==> config.mk <==
export PLATFORM = sky130hd
export DESIGN_NAME = piece_cell_emitter
export DESIGN_NICKNAME = d
export VERILOG_FILES = /design/src/rtl/tetris_pkg.sv /design/src/rtl/piece_cell_emitter.sv
export SDC_FILE = /design/constraint.sdc
export NUM_CORES = 1
export LEC_CHECK = 0
export ABC_AREA = 0
export BUFFER_PORTS_ARGS = -buffer_cell sky130_fd_sc_hd__buf_4
export CORE_ASPECT_RATIO = 1.4
export CORE_MARGIN = 2
export CORE_UTILIZATION = 55
export DETAILED_ROUTE_END_ITERATION = 16
export HOLD_SLACK_MARGIN = 0.03
export PLACE_DENSITY = 0.91
export REMOVE_ABC_BUFFERS = 1
export SYNTH_ARGS = -nofsm -noshare
export SYNTH_HDL_FRONTEND = slang
export SYNTH_SLANG_ARGS = --single-unit
==> constraint.sdc <==
create_clock -name clk_i -period 4.2 [get_ports clk_i]
set_input_delay 0.84 -clock clk_i [delete_from_list [all_inputs] [get_ports clk_i]]
set_output_delay 0.84 -clock clk_i [all_outputs]
set_load 0.03 [all_outputs]
==> src/rtl/tetris_pkg.sv <==
// Shared tetromino definitions.
//   piece_type_t       : piece type codes, NONE (0) means "no piece"
//   cell_offset_t      : one unpacked cell offset {dy, dx}, both unsigned
//   cells_per_piece_lp : every tetromino has four cells
//   unpack_cell()      : extract cell k from a 24-bit pattern word
package tetris_pkg;

    localparam int cell_bits_lp       = 6;
    localparam int cells_per_piece_lp = 4;
    localparam int pattern_bits_lp    = cell_bits_lp * cells_per_piece_lp;

    typedef enum logic [2:0] {
        NONE = 3'd0,
        I    = 3'd1,
        O    = 3'd2,
        T    = 3'd3,
        S    = 3'd4,
        Z    = 3'd5,
        J    = 3'd6,
        L    = 3'd7
    } piece_type_t;

    typedef struct packed {
        logic [2:0] dy;
        logic [2:0] dx;
    } cell_offset_t;

    // Cell k lives in bits [6k+5:6k]; dx in the low three, dy in the high three.
    function automatic cell_offset_t unpack_cell(input logic [pattern_bits_lp-1:0] word,
                                                 input logic [1:0]                 k);
        return cell_offset_t'(word[cell_bits_lp*k +: cell_bits_lp]);
    endfunction

endpackage

==> src/rtl/piece_cell_emitter.sv <==
// Piece cell emitter.
// Takes a piece request (type, rotation, origin), reads the pattern word from
// the external piece ROM, and hands the four absolute board cells to the
// consumer one per valid/ready handshake, then pulses done_o.
//
// Ports:
//   clk_i, reset_ni          clock, asynchronous active-low reset
//   req_v_i / req_ready_o    request handshake; ready only when idle
//   req_type_i, req_rot_i    piece type (0 = no piece) and rotation
//   req_x_i, req_y_i         origin column / row
//   rom_addr_o, rom_data_i   registered ROM address {type, rot}; data is
//                            combinational from the address
//   cell_v_o / cell_ready_i  cell handshake
//   cell_x_o, cell_y_o       absolute cell coordinates (one bit wider than
//                            the origin so x+dx never wraps)
//   cell_oob_o               cell lies outside the board (still emitted)
//   cell_last_o              fourth cell of the piece
//   done_o                   one-cycle pulse when the piece is finished
module piece_cell_emitter
    import tetris_pkg::*;
#(
    parameter int width_p        = 24,
    parameter int depth_p        = 32,
    parameter int board_width_p  = 10,
    parameter int board_height_p = 20
) (
    input  logic                                clk_i,
    input  logic                                reset_ni,

    input  logic                                req_v_i,
    output logic                                req_ready_o,
    input  logic [2:0]                          req_type_i,
    input  logic [1:0]                          req_rot_i,
    input  logic [$clog2(board_width_p)-1:0]    req_x_i,
    input  logic [$clog2(board_height_p)-1:0]   req_y_i,

    output logic [$clog2(depth_p)-1:0]          rom_addr_o,
    input  logic [width_p-1:0]                  rom_data_i,

    output logic                                cell_v_o,
    input  logic                                cell_ready_i,
    output logic [$clog2(board_width_p)-1+1:0]  cell_x_o,
    output logic [$clog2(board_height_p)-1+1:0] cell_y_o,
    output logic                                cell_oob_o,
    output logic                                cell_last_o,
    output logic                                done_o
);

    localparam int xw_lp  = $clog2(board_width_p);
    localparam int yw_lp  = $clog2(board_height_p);
    localparam int aw_lp  = $clog2(depth_p);
    localparam int cxw_lp = xw_lp + 1;
    localparam int cyw_lp = yw_lp + 1;

    localparam logic [1:0] last_idx_lp = 2'(cells_per_piece_lp - 1);

    typedef enum logic [1:0] {
        IDLE  = 2'd0,
        FETCH = 2'd1,
        EMIT  = 2'd2
    } state_t;

    state_t              state_q, state_d;
    logic [1:0]          idx_q, idx_d;
    logic [aw_lp-1:0]    addr_q, addr_d;
    logic [width_p-1:0]  word_q, word_d;
    logic [xw_lp-1:0]    x_q, x_d;
    logic [yw_lp-1:0]    y_q, y_d;
    logic                done_q, done_d;
    // Holds req_ready_o low through reset and until the first clock edge
    // after release, so the requester never sees ready during reset.
    logic                ready_en_q;

    cell_offset_t        cur_off;
    piece_type_t         cur_type;

    // The type is the upper three address bits; no separate register needed.
    assign cur_type = piece_type_t'(addr_q[aw_lp-1 -: 3]);

    // ------------------------------------------------------------------
    // State register
    // ------------------------------------------------------------------
    always_ff @(posedge clk_i or negedge reset_ni) begin
        if (!reset_ni) begin
            state_q    <= IDLE;
            idx_q      <= '0;
            addr_q     <= '0;
            word_q     <= '0;
            x_q        <= '0;
            y_q        <= '0;
            done_q     <= 1'b0;
            ready_en_q <= 1'b0;
        end else begin
            state_q    <= state_d;
            idx_q      <= idx_d;
            addr_q     <= addr_d;
            word_q     <= word_d;
            x_q        <= x_d;
            y_q        <= y_d;
            done_q     <= done_d;
            ready_en_q <= 1'b1;
        end
    end

    // ------------------------------------------------------------------
    // Next-state logic
    // ------------------------------------------------------------------
    always_comb begin
        state_d = state_q;
        idx_d   = idx_q;
        addr_d  = addr_q;
        word_d  = word_q;
        x_d     = x_q;
        y_d     = y_q;
        done_d  = 1'b0;

        case (state_q)
            IDLE: begin
                if (req_v_i && req_ready_o) begin
                    state_d = FETCH;
                    addr_d  = {req_type_i, req_rot_i};
                    x_d     = req_x_i;
                    y_d     = req_y_i;
                end
            end

            FETCH: begin
                word_d = rom_data_i;
                idx_d  = '0;
                if (cur_type == NONE) begin
                    // Empty piece: finish without emitting anything.
                    state_d = IDLE;
                    done_d  = 1'b1;
                end else begin
                    state_d = EMIT;
                end
            end

            EMIT: begin
                if (cell_ready_i) begin
                    if (idx_q == last_idx_lp) begin
                        state_d = IDLE;
                        idx_d   = '0;
                        done_d  = 1'b1;
                    end else begin
                        idx_d = idx_q + 2'd1;
                    end
                end
            end

            default: state_d = IDLE;
        endcase
    end

    // ------------------------------------------------------------------
    // Outputs
    // ------------------------------------------------------------------
    // Cell outputs are combinational from registered state only, so they
    // are inherently stable while the consumer stalls.
    assign cur_off = unpack_cell(word_q, idx_q);

    assign cell_v_o    = (state_q == EMIT);
    assign cell_x_o    = cxw_lp'(x_q) + cxw_lp'(cur_off.dx);
    assign cell_y_o    = cyw_lp'(y_q) + cyw_lp'(cur_off.dy);
    assign cell_oob_o  = (cell_x_o >= cxw_lp'(board_width_p)) ||
                         (cell_y_o >= cyw_lp'(board_height_p));
    assign cell_last_o = cell_v_o && (idx_q == last_idx_lp);

    assign req_ready_o = ready_en_q && (state_q == IDLE);
    assign rom_addr_o  = addr_q;
    assign done_o      = done_q;

endmodule

==> results.toml, run 1 <==
[detailed_routing]
via_count = 1453
dr.pass1.iters = 2
drc_errors = 0
drt-initial-drc-count = 32
avgViaCountPerCell = 5.63
wire_per_inst_um = 16.4
ant_nets = 0
wl_mm = 4.22

[run]
maxCapViolCount = 0

[finish]
area_growth_pct = 28.0
nets = 268
fillers = 282
n_antenna_cell = 0
drive_above_1_share = 0.544

[cts]
clk_pin_slew_ps = 80
cts_root_buf = "clkbuf_8"
clock-sinks = 44
clock_latency_ps = 290
tritoncts = "built"
cts_made_buffers = 5
htreeDepth = 2
ctsResizeCount = 0
cts_setup_buffers = 0
hold_buffers = 0
clockBufferDepth = 2

[placement]
gp_congestion = 0.789
dpl.hpwl_mm = 3.07
port-buffer-count = 62

[sta]
slew_viol_final = 0
rsz0062_at_grt = "no"
setup_viol = 0
clock_skew_ps = 2.43
tightestPinTransition_ps = 1130
period_minus_slack_ps = 3840
period_share = 0.913
fmax_ghz = 0.261
hold_viol = 0
tns_ps = 0
slew_headroom = 0.248

[critical_path]
critPathBufInv = 1
crit_fanout = 9
cpMaxStageDelayCell = "dfrtp_1"
path_cells = "mux4_2, ha_1, fa_1, a21oi_1, nor2_1, xor2_1, a221o_1, buf_4"
arrival_ps = 3000
cp-end-kind = "output pin"
worstSetupPathType = "reg -> out"
cp_top_family = "flip-flops"
max_stage_delay_ps = 640
startpoint_type = "flip-flop"
required_ps = 3360

[synth]
ys_types = 31
syn_area_um2 = 2160
yosysWarnings = 0
yosysTopAreaCell = "dfrtp_1"
synth_top_cells_by_area = "dfrtp_1 (51%), mux2_2 (20%), mux4_2 (6.3%), ha_1 (5.8%), fa_1 (1.9%)"
netlist_instances = 151
synth.top_cell.area_share = 0.510
synth_area_per_cell_um2 = 14.3
seq_area_frac_synth = 0.510
ys_ff_latch = 44

[global_routing]
track_usage = 0.200
antenna_found_initial = 0
overflow = 0
grt_pass1_wl_mm = 6.87
grt_max_degree = 45
grt_pass1_vias = 1566

[die]
fp.dieH_um = 78.2
rows = 27
fp.coreArea_um2 = 3850
die-area_um2 = 4450
die_w_um = 57.0
initial_core_util = 0.561
pin_count = 63

[run_status]
outcome = "complete, no violations"

[min_path]
hold_path.class = "reg -> reg"
==> kinds of logic after synthesis <==
| family | count (synthesis) | share of synthesized area |
|---|---|---|
| xor+xnor | 5 | 0.0203 |
| compound gates | 15 | 0.0562 |
| buf+inv | 13 | 0.0284 |
| other cells | 1 | 0.00174 |
| fa+ha+maj | 12 | 0.0764 |
| mux | 47 | 0.274 |
| flops | 44 | 0.510 |
| simple gates | 14 | 0.0330 |
==> per-stage QoR <==
stage	hold slack, ps	std cells	setup slack, ps	instance area, um2	util
after floorplan	475	145	517	2130	-
after global placement	484	250	741	2650	0.687
after detailed placement	495	250	684	2650	0.687
after CTS	514	258	337	2770	0.718
after global routing	529	258	216	2770	0.718
final	510	258	363	2770	0.718
==> routing by layer <==
layer  wire length, um  share of wire  GRT usage
met5                 0              0          0
met4               110          0.026     0.0884
met3               226          0.054     0.0511
met2              2350           0.56      0.351
met1              1540           0.36      0.226
==> synthesized netlist by cell type, drive strengths merged <==
master / n
nand2b: 2
a32o: 2
dfrtp: 44
a221o: 1
o21a: 1
xor2: 2
buf: 5
mux2i: 3
a21o: 2
nand2: 2
a32oi: 1
nor2: 5
mux2: 38
conb: 1
nor2b: 2
clkbuf: 1
nor3: 1
o21bai: 1
ha: 10
a21boi: 1
and2: 2
o21ai: 2
xnor2: 3
mux4: 6
inv: 7
fa: 2
a21oi: 4
==> flip-flops by register name (all words and copies together) (netlist names) <==
name	count
rom_addr_o	5
idx_q	2
word_q	24
done_o	1
y_q	5
x_q	4
state_q	2
ready_en_q	1
==> worst paths after layout <==
path / slack, ps / endpoint / cells after the start / start
max: 360 / cell_oob_o / 8 / idx_q[0]
min: 510 / word_q[8] / 1 / word_q[8]
max in group asynchronous: 3300 / word_q[22] / 1 / reset_ni
max reg2reg: 2170 / idx_q[1] / 4 / state_q[1]
min in group asynchronous: 530 / rom_addr_o[1] / 1 / reset_ni
min reg2reg: 510 / word_q[8] / 1 / word_q[8]
==> area by class of cell <==
cell class | count | area, um2 | area share
repair buffers | 62 | 465 | 0.168
multi-input cells | 94 | 998 | 0.361
clock buffers | 6 | 82.6 | 0.0299
inverters | 7 | 26.3 | 0.00950
flip-flops and latches | 44 | 1100 | 0.398
clock inverters | 2 | 38.8 | 0.0140
well taps | 43 | 53.8 | 0.0194
==> layout by cell type (no fill, tap or decap), types with 2 or more instances in the layout <==
cell / Yosys / layout
xnor2_1: 3 / 3
and2_1: 2 / 2
buf_4: 0 / 62
mux2_2: 38 / 38
xor2_1: 2 / 2
a32o_1: 2 / 2
clkbuf_8: 0 / 6
mux2i_1: 3 / 3
nor2_1: 5 / 5
a21oi_1: 2 / 2
o21ai_0: 2 / 2
a21o_1: 2 / 2
nand2b_1: 2 / 2
inv_1: 7 / 7
ha_1: 10 / 10
dfrtp_1: 44 / 44
mux4_2: 6 / 6
nor2b_1: 2 / 2
fa_1: 2 / 2
Power of run 1 is left out: the tool's default activity adds up to more than one toggle a clock period on the data nets, which glitch-free logic cannot reach.
==> run 2, diff against run 1 <==
--- a/config.mk
+++ b/config.mk
@@ -9,10 +9,10 @@
 export BUFFER_PORTS_ARGS = -buffer_cell sky130_fd_sc_hd__buf_4
 export CORE_ASPECT_RATIO = 1.4
 export CORE_MARGIN = 2
-export CORE_UTILIZATION = 55
+export CORE_UTILIZATION = 51
 export DETAILED_ROUTE_END_ITERATION = 16
 export HOLD_SLACK_MARGIN = 0.03
-export PLACE_DENSITY = 0.91
+export PLACE_DENSITY = 0.86
 export REMOVE_ABC_BUFFERS = 1
 export SYNTH_ARGS = -nofsm -noshare
 export SYNTH_HDL_FRONTEND = slang
==> constraint.sdc (replaced) <==
create_clock -name clk_i -period 4.15 [get_ports clk_i]
set_input_delay 0.83 -clock clk_i [delete_from_list [all_inputs] [get_ports clk_i]]
set_output_delay 0.83 -clock clk_i [all_outputs]
set_load 0.03 [all_outputs]
==> run 2 against run 1 <==
Net effect: critical path depth unchanged; die area up 7.3%; worst setup slack worse by 76 ps; sequential share of layout area about the same; non-clock buffer count unchanged; hold slack about the same; global-route usage down 0.61 points; highest routed layer unchanged.
==> results.toml, run 2 (synthesis gave the netlist of run 1 again) <==
[detailed_routing]
avgViaCountPerCell = 5.48
drc_errors = 0
wl_mm = 4.12
drt-initial-drc-count = 21
wire_per_inst_um = 15.9
dr.pass1.iters = 4
ant_nets = 0
via_count = 1425

[die]
fp.dieH_um = 81.0
initial_core_util = 0.523
rows = 28
die-area_um2 = 4780
fp.coreArea_um2 = 4130
die_w_um = 59.0
pin_count = 63

[placement]
dp_slack_ps = 622
gp_congestion = 0.755
port-buffer-count = 62
dpl.hpwl_mm = 2.98

[sta]
slew_viol_final = 0
period_share = 0.931
clock_skew_ps = 9.47
period_minus_slack_ps = 3860
rsz0062_at_grt = "no"
hold_viol = 0
slew_headroom = 0.240
tightestPinTransition_ps = 1140
fmax_ghz = 0.259
setup_ws_ps = 287
setup_viol = 0
tns_ps = 0

[critical_path]
worstSetupPathType = "reg -> out"
crit_fanout = 9
ff2ff_path_depth = 4
path_cells = "mux4_2, ha_1, fa_1, a21oi_1, nor2_1, xor2_1, a221o_1, buf_4"
crit_path_start = "idx_q[0]"
rr_startpoint = "state_q[1]"
ff2ff_setup_slack_ps = 2130
required_ps = 3320
reg2reg_to = "idx_q[0]"
max_stage_delay_ps = 650
arrival_ps = 3030
cp-end-kind = "output pin"
startpoint_type = "flip-flop"
cpMaxStageDelayCell = "dfrtp_1"

[run]
maxCapViolCount = 0

[cts]
cts_made_buffers = 5
cts_root_buf = "clkbuf_8"
clock_latency_ps = 300
htreeDepth = 2
tritoncts = "built"
cts_setup_buffers = 0
hold_buffers = 0
clock-sinks = 44
clockBufferDepth = 2
ctsResizeCount = 0
clk_pin_slew_ps = 80

[min_path]
hold_path.class = "in -> async"

[finish]
regMostFlops = "word_q"
fillers = 323
layout_common_cells = "buf_4 (62), dfrtp_1 (44), mux2_2 (38), ha_1 (10), inv_1 (7)"
n_antenna_cell = 0
drive_above_1_share = 0.544
utilization = 0.670
nets = 268
largest_reg_flops = 24
area_growth_pct = 28.1
layout_commonest_cell = "buf_4"

[global_routing]
track_usage = 0.194
antenna_found_initial = 0
grt_pass1_wl_mm = 6.80
grt_pass1_vias = 1493
grt_max_degree = 45
overflow = 0

[run_status]
outcome = "complete, no violations"
-- run 2: cell counts in the layout (fill, tap and decap cells not counted) --
Identical to the previous run, type by type.
-- run 2: metrics by stage --
stage | instances | instance area, um2 | hold slack (ps)
floorplan | 145 | 2130 | 475
global placement | 252 | 2650 | 485
detailed placement | 252 | 2650 | 493
CTS | 260 | 2770 | 514
global route | 260 | 2770 | 530
finish | 260 | 2770 | 510
-- run 2: worst max-delay path by stage --
stage / end / slack (ps) / depth (start not counted)
floorplan: cell_oob_o / 480 / 7
global placement: cell_oob_o / 680 / 8
detailed placement: cell_oob_o / 620 / 8
CTS: cell_oob_o / 250 / 8
global route: cell_oob_o / 150 / 8
finish: cell_oob_o / 290 / 8
-- run 2: critical path: cells and delay by family, from the launching register on --
family / cells / cell delay [ps]
fa+ha+maj: 2 / 640
buf+inv: 1 / 170
compound gates: 2 / 480
flops: 1 / 650
simple gates: 1 / 70
xor+xnor: 1 / 150
mux: 1 / 580
-- run 2: final cells by class --
cell class              count  area (um2)  share of cell area
inverters                   7        26.3             0.00949
flip-flops and latches     44        1100               0.398
clock inverters             2        38.8              0.0140
repair buffers             62         465               0.168
well taps                  45        56.3              0.0203
multi-input cells          94         998               0.361
clock buffers               6        82.6              0.0298
-- run 2: per-layer routing --
metal,global-route usage,vias up,share of wire
li1,-,661,-
met1,0.231,718,0.38
met2,0.334,40,0.56
met3,0.0462,6,0.041
met4,0.0750,0,0.016
met5,0,-,0
Power of run 2 is left out for the same reason.
==> run 3, diff against run 2 <==
==> constraint.sdc (replaced) <==
create_clock -name clk_i -period 3.8 [get_ports clk_i]
set_input_delay 0.76 -clock clk_i [delete_from_list [all_inputs] [get_ports clk_i]]
set_output_delay 0.76 -clock clk_i [all_outputs]
set_load 0.03 [all_outputs]
==> run 3 against run 2 <==
Net effect: hold slack lost 64 ps; register-to-register slack worse by 360 ps; flip-flop and latch count unchanged; final cell count up 0.38%; critical path depth unchanged; wire length decreased by 3.7%; worst setup slack worse by 20 ps; critical path type unchanged; largest cell class unchanged.
==> results.toml, run 3 (synthesis gave the netlist of run 1 again) <==
[run_status]
outcome = "complete, no violations"

[cts]
clk_pin_slew_ps = 80
htreeDepth = 2
clock-sinks = 44
clock_latency_ps = 290
cts_setup_buffers = 0
tritoncts = "built"
cts_made_buffers = 5
clockBufferDepth = 2
hold_buffers = 0
ctsResizeCount = 0
cts_root_buf = "clkbuf_8"

[run]
maxCapViolCount = 0

[sta]
setup_ws_ps = 267
hold_viol = 0
hold-worst-slack_ps = 446
slew_headroom = 0.244
tns_ps = 0
fmax_ghz = 0.283
rsz0062_at_grt = "no"
clock_skew_ps = 4.22
period_share = 0.930
slew_viol_final = 0
period_minus_slack_ps = 3530
tightestPinTransition_ps = 1130
setup_viol = 0

[finish]
nets = 269
area_growth_pct = 27.0
largest_reg_flops = 24
regMostFlops = "word_q"
n_antenna_cell = 0
utilization = 0.664
drive_above_1_share = 0.537
layout_common_cells = "buf_4 (63), dfrtp_1 (44), mux2_2 (38), ha_1 (10), inv_1 (7)"
layout_commonest_cell = "buf_4"

[placement]
gp_congestion = 0.776
port-buffer-count = 62
dp_slack_ps = 564
dpl.hpwl_mm = 2.93

[critical_path]
cpMaxStageDelayCell = "mux4_2"
worstSetupPathType = "reg -> out"
required_ps = 3040
crit_fanout = 4
startpoint_type = "flip-flop"
cp-end-kind = "output pin"
rr_startpoint = "state_q[1]"
reg2reg_to = "idx_q[0]"
ff2ff_path_depth = 4
arrival_ps = 2770
cp_top_family = "adder cells"
path_cells = "mux4_2, ha_1, fa_1, a21oi_1, nor2_1, xor2_1, a221o_1, buf_4"
max_stage_delay_ps = 540
ff2ff_setup_slack_ps = 1770
critPathBufInv = 1

[min_path]
hold_path.class = "in -> async"

[detailed_routing]
wire_per_inst_um = 15.2
drc_errors = 0
via_count = 1388
avgViaCountPerCell = 5.32
drt-initial-drc-count = 22
ant_nets = 0
wl_mm = 3.97
dr.pass1.iters = 4

[global_routing]
grt_max_degree = 45
track_usage = 0.184
antenna_found_initial = 0
overflow = 0
grt_pass1_vias = 1497
grt_pass1_wl_mm = 6.56

[die]
rows = 28
die-area_um2 = 4780
fp.coreArea_um2 = 4130
fp.dieH_um = 81.0
initial_core_util = 0.523
pin_count = 63
die_w_um = 59.0
## run 3: area by class of cell
class | instances | area (um2)
Fill cell | 309 | 1390
Sequential cell | 44 | 1100
Timing Repair Buffer | 63 | 473
Clock buffer | 8 | 90.1
Tap cell | 45 | 56.3
Inverter | 7 | 26.3
Multi-Input combinational cell | 94 | 998
## run 3: worst max path at each step
| stage | slack (ps) | cells past startpoint | endpoint | from |
|---|---|---|---|---|
| 6_report | 270 | 8 | cell_oob_o | idx_q[0] |
| 5_1_grt | 90 | 10 | cell_oob_o | idx_q[0] |
| 4_1_cts | 240 | 8 | cell_oob_o | idx_q[0] |
| 3_5_place_dp | 560 | 8 | cell_oob_o | idx_q[0] |
| 3_3_place_gp | 630 | 8 | cell_oob_o | idx_q[0] |
| 2_1_floorplan | 200 | 7 | cell_oob_o | idx_q[0] |
## run 3: per-stage QoR
step | cell area [um2] | std cells
floorplan | 2130 | 145
global placement | 2660 | 253
detailed placement | 2660 | 253
CTS | 2750 | 261
global route | 2750 | 261
finish | 2750 | 261
## run 3: layer usage
metal	GRT usage	part of all wire
met1	0.217	0.39
met2	0.318	0.56
met3	0.0350	0.037
met4	0.0909	0.017
met5	0	0
Power of run 3 is left out for the same reason.
